[config.mk]
export PLATFORM = sky130hd
export DESIGN_NAME = stat_response_misr_flat
export DESIGN_NICKNAME = d
export VERILOG_FILES = /design/src/rtl/stat_response_misr_if.sv /design/src/rtl/stat_response_misr.sv /design/src/flat_wrapper.sv
export SDC_FILE = /design/constraint.sdc
export NUM_CORES = 1
export LEC_CHECK = 0
export BUFFER_PORTS_ARGS = -buffer_cell sky130_fd_sc_hd__buf_2
export CORE_MARGIN = 3
export CORE_UTILIZATION = 48
export CTS_CLUSTER_DIAMETER = 150
export DETAILED_ROUTE_END_ITERATION = 10
export GPL_TIMING_DRIVEN = 0
export HOLD_SLACK_MARGIN = 0.08
export PLACE_DENSITY = 0.8
export SLEW_MARGIN = 10
export SYNTH_ARGS = -nofsm -noshare
export SYNTH_HDL_FRONTEND = slang
export SYNTH_SLANG_ARGS = --single-unit
[constraint.sdc]
create_clock -name clk -period 2.34 [get_ports clk]
set_clock_uncertainty 0.05 [all_clocks]
set_input_delay 0.468 -clock clk [delete_from_list [all_inputs] [get_ports clk]]
set_output_delay 0.468 -clock clk [all_outputs]
set_load 0.03 [all_outputs]
[src/rtl/stat_response_misr_if.sv]
// Response handshake bundle between a Stat_* benchmark harness and the MISR.
// resp_mask exists only when MISR_XMASK_EN is defined.
interface stat_response_misr_if #(
    parameter int unsigned WIDTH = 32
) ();
    logic             resp_valid;
    logic             resp_ready;
    logic [WIDTH-1:0] resp_data;
`ifdef MISR_XMASK_EN
    logic [WIDTH-1:0] resp_mask;

    modport master (output resp_valid, output resp_data, output resp_mask, input resp_ready);
    modport slave  (input resp_valid, input resp_data, input resp_mask, output resp_ready);
`else
    modport master (output resp_valid, output resp_data, input resp_ready);
    modport slave  (input resp_valid, input resp_data, output resp_ready);
`endif
endinterface

[src/rtl/stat_response_misr.sv]
// MISR response compactor: folds PATTERN_COUNT benchmark words, then compares to golden.
// Optional feature macro MISR_XMASK_EN zeroes masked response bits before compaction.
module stat_response_misr #(
    parameter int unsigned      WIDTH         = 32,
    parameter logic [WIDTH-1:0] POLY          = WIDTH'(32'h04C11DB7),
    parameter logic [WIDTH-1:0] SEED          = '0,
    parameter int unsigned      PATTERN_COUNT = 256
) (
    input  logic                               clk,
    input  logic                               rst_n,
    input  logic                               start,
    stat_response_misr_if.slave                rsp,
    input  logic [WIDTH-1:0]                   golden,
    output logic                               busy,
    output logic                               done,
    output logic                               pass,
    output logic [WIDTH-1:0]                   signature,
    output logic [$clog2(PATTERN_COUNT+1)-1:0] count
);
    localparam int unsigned   CW   = $clog2(PATTERN_COUNT + 1);
    localparam logic [CW-1:0] LAST = CW'(PATTERN_COUNT - 1);

    typedef enum logic [1:0] {IDLE, RUN, CHECK, DONE} state_t;

    state_t           state;
    logic             hs_c;
    logic [WIDTH-1:0] din_c;
    logic [WIDTH-1:0] sig_next_c;

    // Handshake controls are pure decodes of the state register.
    assign rsp.resp_ready = (state == RUN);
    assign busy           = (state == RUN) || (state == CHECK);
    assign done           = (state == DONE);
    assign hs_c           = rsp.resp_valid && (state == RUN);

    // Galois MISR step with the response word XORed in.
    always_comb begin
        din_c = rsp.resp_data;
`ifdef MISR_XMASK_EN
        din_c = rsp.resp_data & ~rsp.resp_mask;
`endif
        sig_next_c = {signature[WIDTH-2:0], 1'b0}
                   ^ (signature[WIDTH-1] ? POLY : '0)
                   ^ din_c;
    end

    always_ff @(posedge clk or negedge rst_n) begin
        if (!rst_n) begin
            state     <= IDLE;
            signature <= SEED;
            count     <= '0;
            pass      <= 1'b0;
        end else begin
            case (state)
                IDLE: begin
                    if (start) begin
                        signature <= SEED;
                        count     <= '0;
                        state     <= RUN;
                    end
                end
                RUN: begin
                    if (hs_c) begin
                        signature <= sig_next_c;
                        count     <= count + CW'(1);
                        if (count == LAST) begin
                            state <= CHECK;
                        end
                    end
                end
                CHECK: begin
                    pass  <= (signature == golden);
                    state <= DONE;
                end
                DONE: begin
                    if (start) begin
                        signature <= SEED;
                        count     <= '0;
                        pass      <= 1'b0;
                        state     <= RUN;
                    end
                end
                default: state <= IDLE;
            endcase
        end
    end
endmodule

[src/flat_wrapper.sv]
// flat-port wrapper written by rule: the top's interface ports become plain ports
module stat_response_misr_flat 
#(
    parameter int unsigned      WIDTH         = 32,
    parameter logic [WIDTH-1:0] POLY          = WIDTH'(32'h04C11DB7),
    parameter logic [WIDTH-1:0] SEED          = '0,
    parameter int unsigned      PATTERN_COUNT = 256
)
  (clk, rst_n, start, golden, busy, done, pass, signature, count, rsp_resp_valid, rsp_resp_data, rsp_resp_ready);
  stat_response_misr_if #(.WIDTH(WIDTH)) rsp_i ();
  input  logic clk;
  input  logic rst_n;
  input  logic start;
  input  logic [WIDTH-1:0] golden;
  output logic busy;
  output logic done;
  output logic pass;
  output logic [WIDTH-1:0] signature;
  output logic [$clog2(PATTERN_COUNT+1)-1:0] count;
  input wire logic [$bits(rsp_i.resp_valid)-1:0] rsp_resp_valid;
  input wire logic [$bits(rsp_i.resp_data)-1:0] rsp_resp_data;
  output wire logic [$bits(rsp_i.resp_ready)-1:0] rsp_resp_ready;
  assign rsp_i.resp_valid = rsp_resp_valid;
  assign rsp_i.resp_data = rsp_resp_data;
  assign rsp_resp_ready = rsp_i.resp_ready;
  stat_response_misr #(.WIDTH(WIDTH), .POLY(POLY), .SEED(SEED), .PATTERN_COUNT(PATTERN_COUNT)) u_core (.clk(clk), .rst_n(rst_n), .start(start), .rsp(rsp_i), .golden(golden), .busy(busy), .done(done), .pass(pass), .signature(signature), .count(count));
endmodule
==> key figures <==
Status
  – Status: completed

Floorplanning
  – Row count: 26
  – Boundary Pins: 113
  – Core Area: 5200 sq um
  – Effective utilization at floorplan: 50.3%
  – Die W: 79.9 um
  – Total die area: 6380 sq um
  – Die height: 79.9 um

Worst setup path
  – Crit path DAT: 2.28 ns
  – Critical path class: reg -> reg
  – Worst R2R Start: u_core.state[0]
  – Most used cell, CP: buf_2
  – Req. time, crit path: 2.49 ns
  – Crit-path max cell delay: 0.42 ns
  – Reg2Reg Depth: 9
  – Slowest stage cell, crit path: dfrtp_1
  – CP Max Fanout: 10
  – Critical path cell sequence: inv_1 -> ha_1 -> buf_2 -> mux2i_1 -> or2_1 -> buf_6 -> buf_2 -> nand2_1 -> o31ai_1
  – CP Launch Type: register
  – Delay-heaviest family, CP: buffers and inverters
  – Buf/Inv on CP: 4
  – Reg-to-reg endpoint: u_core.signature[15]
  – Critical Path End Type: register
  – R2R setup slack: 0.21 ns

Synth
  – Synthesized instance count: 267
  – Register area share after synthesis: 42.0%
  – Syn nets: 341
  – Mapped Avg Cell Area: 9.81 sq um
  – Top FF cell, synth: dfrtp_1
  – Synth Cell Area: 2620 sq um
  – Yosys reg bits: 44
  – Ys async rst share: 100%
  – Warnings from Yosys: 0
  – Netlist cell types: 28
  – Number of flops mapped to enable cells by yosys: 0

STA
  – RSZ-0062 raised after global routing: no
  – Final hold violation count: 0
  – Slew Limit Fails: 0
  – Fmax: 0.470 GHz
  – Setup WS post-layout: 0.214 ns
  – Setup TNS Final: 0 ns
  – Slew at the pin with the worst max-slew slack: 0.972 ns
  – Tcrit/Tclk final: 90.9%
  – Max transition margin: 35.2%
  – Tmin final: 2.13 ns
  – Setup-failing EPs final: 0

Cells and area
  – Share of cells above drive strength 1: 34.4%
  – Layout Cells excl Fill: 457
  – Final nets: 460
  – Utilization after layout: 64.9%
  – Ant diodes: 0
  – P&R area growth vs syn: 29.0%
  – Fill count: 450

Clock tree
  – Clock Tree Buf Depth: 2
  – Hold-fix buffers at CTS: 0
  – Clock net sink count: 44
  – Post-CTS setup buffers: 0
  – CTS Buf Count: 5
  – Clock Latency Late Sink: 0.30 ns
  – Worst-path clk slew: 0.08 ns
  – Root buf cell: clkbuf_8
  – H-tree Lvls: 2
  – CTS-repair resized insts: 0
  – CTS tree: done

Pwr
  – VDD IR max: 1.01 mV
  – Sequential Power Share: 28.6%
  – Clk pwr share: 12.2%
  – Net load switching power: 2360 uW
  – Pleak: 0.00167 uW
  – Comb pwr share: 59.2%
  – Final Total Pwr: 4730 uW
  – Switching share of total power: 50.0%
  – Pint: 2360 uW
  – P per Cell Area: 1400 nW/um^2

Drt
  – Routed Antenna Nets: 0
  – Routed WL per cell: 15.8 um
  – Via/cell ratio: 5.14
  – First-pass DRT Iterations: 4
  – Starting DRT DRC Count: 185
  – Via count: 2349
  – Total Wirelength: 7.21 mm
  – # DRC: 0

GRT
  – Overflow after GRT: 0
  – Number of global-route vias before repair: 2399
  – First-pass GRT wire length: 11.6 mm
  – Antenna violations before repair: 0
  – Pin count of the biggest net entering global routing: 45
  – All-Layer GR Usage: 23.5%

Min path
  – HP Class: in -> async

Job
  – Max Cap Violations: 0

Place
  – Worst slack, placed: 0.0918 ns
  – Post-DP HPWL: 5.65 mm
  – Number of port buffers: 112
  – GPL Wtd Cong: 0.794
  – Dpl cells: 449
[Yosys cell counts (4+ instances only)]
cell     number  area share (%)
nor2_1        8             1.1
a21oi_1       4            0.76
nand3_1       5            0.96
buf_2         6             1.1
o31ai_1      20             5.7
ha_1          6             2.9
nor4_1        4            0.96
nand2_1      40             5.7
o21ai_0      15             2.9
xnor2_1      52              17
xor2_1       28             9.4
nand4_1       6             1.4
inv_1         7             1.0
dfrtp_1      44              42
[power by group through the flow]
stage | logic, uW | registers (uW) | clock network (uW)
2_1_floorplan | 1600 | 1730 | 0
6_report | 2800 | 1350 | 575
3_5_place_dp | 2800 | 1370 | 0
3_3_place_gp | 2740 | 1350 | 0
4_1_cts | 2810 | 1350 | 581
5_1_grt | 3070 | 1400 | 619
[registers in the layout, summed over array words and instances (netlist names)]
signal            flops
u_core.count          9
u_core.pass           1
u_core.signature     32
u_core.state          2
[per-layer routing]
metal	up-vias	part of all wire (%)	track usage [%]	routed length [um]
met5	-	0	0	0
met4	0	0.82	5.41	59
met3	8	8.0	4.74	576
met2	103	49	41.4	3570
met1	1105	42	29.7	3010
li1	1133	-	-	-
[worst register-to-register path, stage by stage, from the launching register on]
cell,delay [ns]
dfrtp_1,0.42
inv_1,0.06
ha_1,0.28
buf_2,0.16
mux2i_1,0.28
or2_1,0.21
buf_6,0.16
buf_2,0.24
nand2_1,0.09
o31ai_1,0.07
[kinds of logic (layout without fill, tap and decap cells)]
| family | Yosys count | in the layout | share of synthesized area (%) |
|---|---|---|---|
| compound gates | 43 | 43 | 10.6 |
| xor+xnor | 80 | 80 | 26.8 |
| fa+ha+maj | 6 | 6 | 2.87 |
| buf+inv | 19 | 139 | 3.87 |
| flops | 44 | 44 | 42.0 |
| mux | 2 | 2 | 0.764 |
| simple gates | 73 | 73 | 13.1 |
[worst max-delay path by stage]
| stage | start | end | depth (start not counted) |
|---|---|---|---|
| after global placement | u_core.state[0] | u_core.signature[16] | 8 |
| after floorplan | u_core.state[1] | u_core.count[7] | 8 |
| after CTS | u_core.state[0] | u_core.signature[10] | 8 |
| after global routing | u_core.state[0] | u_core.signature[3] | 9 |
| final | u_core.state[0] | u_core.signature[15] | 9 |
| after detailed placement | u_core.state[0] | u_core.signature[10] | 8 |
[cells in the final DEF (no fill, tap or decap), drive strengths merged]
cell / netlist / final
a21o: 1 / 1
a21oi: 4 / 4
a221o: 1 / 1
and3: 1 / 1
buf: 9 / 121
bufinv: 0 / 1
clkbuf: 3 / 9
clkinv: 0 / 1
dfrtp: 44 / 44
ha: 6 / 6
inv: 7 / 7
mux2i: 2 / 2
nand2: 40 / 40
nand2b: 1 / 1
nand3: 5 / 5
nand4: 6 / 6
nor2: 8 / 8
nor2b: 1 / 1
nor3: 4 / 4
nor4: 4 / 4
o21ai: 15 / 15
o221ai: 1 / 1
o22ai: 1 / 1
o31ai: 20 / 20
or2: 1 / 1
or3: 2 / 2
xnor2: 52 / 52
xor2: 28 / 28
[area by class of cell]
cell class	count	area, sq um	share of cell area (%)
sequential	44	1100	32.6
timing repair buffer	112	561	16.6
inverter	7	26.3	0.778
buffer	12	76.3	2.26
multi-input combinational	204	1420	42.0
clock inverter	2	35.0	1.04
clock buffer	6	72.6	2.15
tap	70	87.6	2.59
[metrics by stage]
stage	area [sq um]	hold slack [ns]
detailed placement	3270	0.451
global placement	3270	0.437
floorplan	2620	0.122
CTS	3370	0.315
global route	3380	0.351
finish	3380	0.269
No activity file was read; power rests on OpenSTA's default activity.
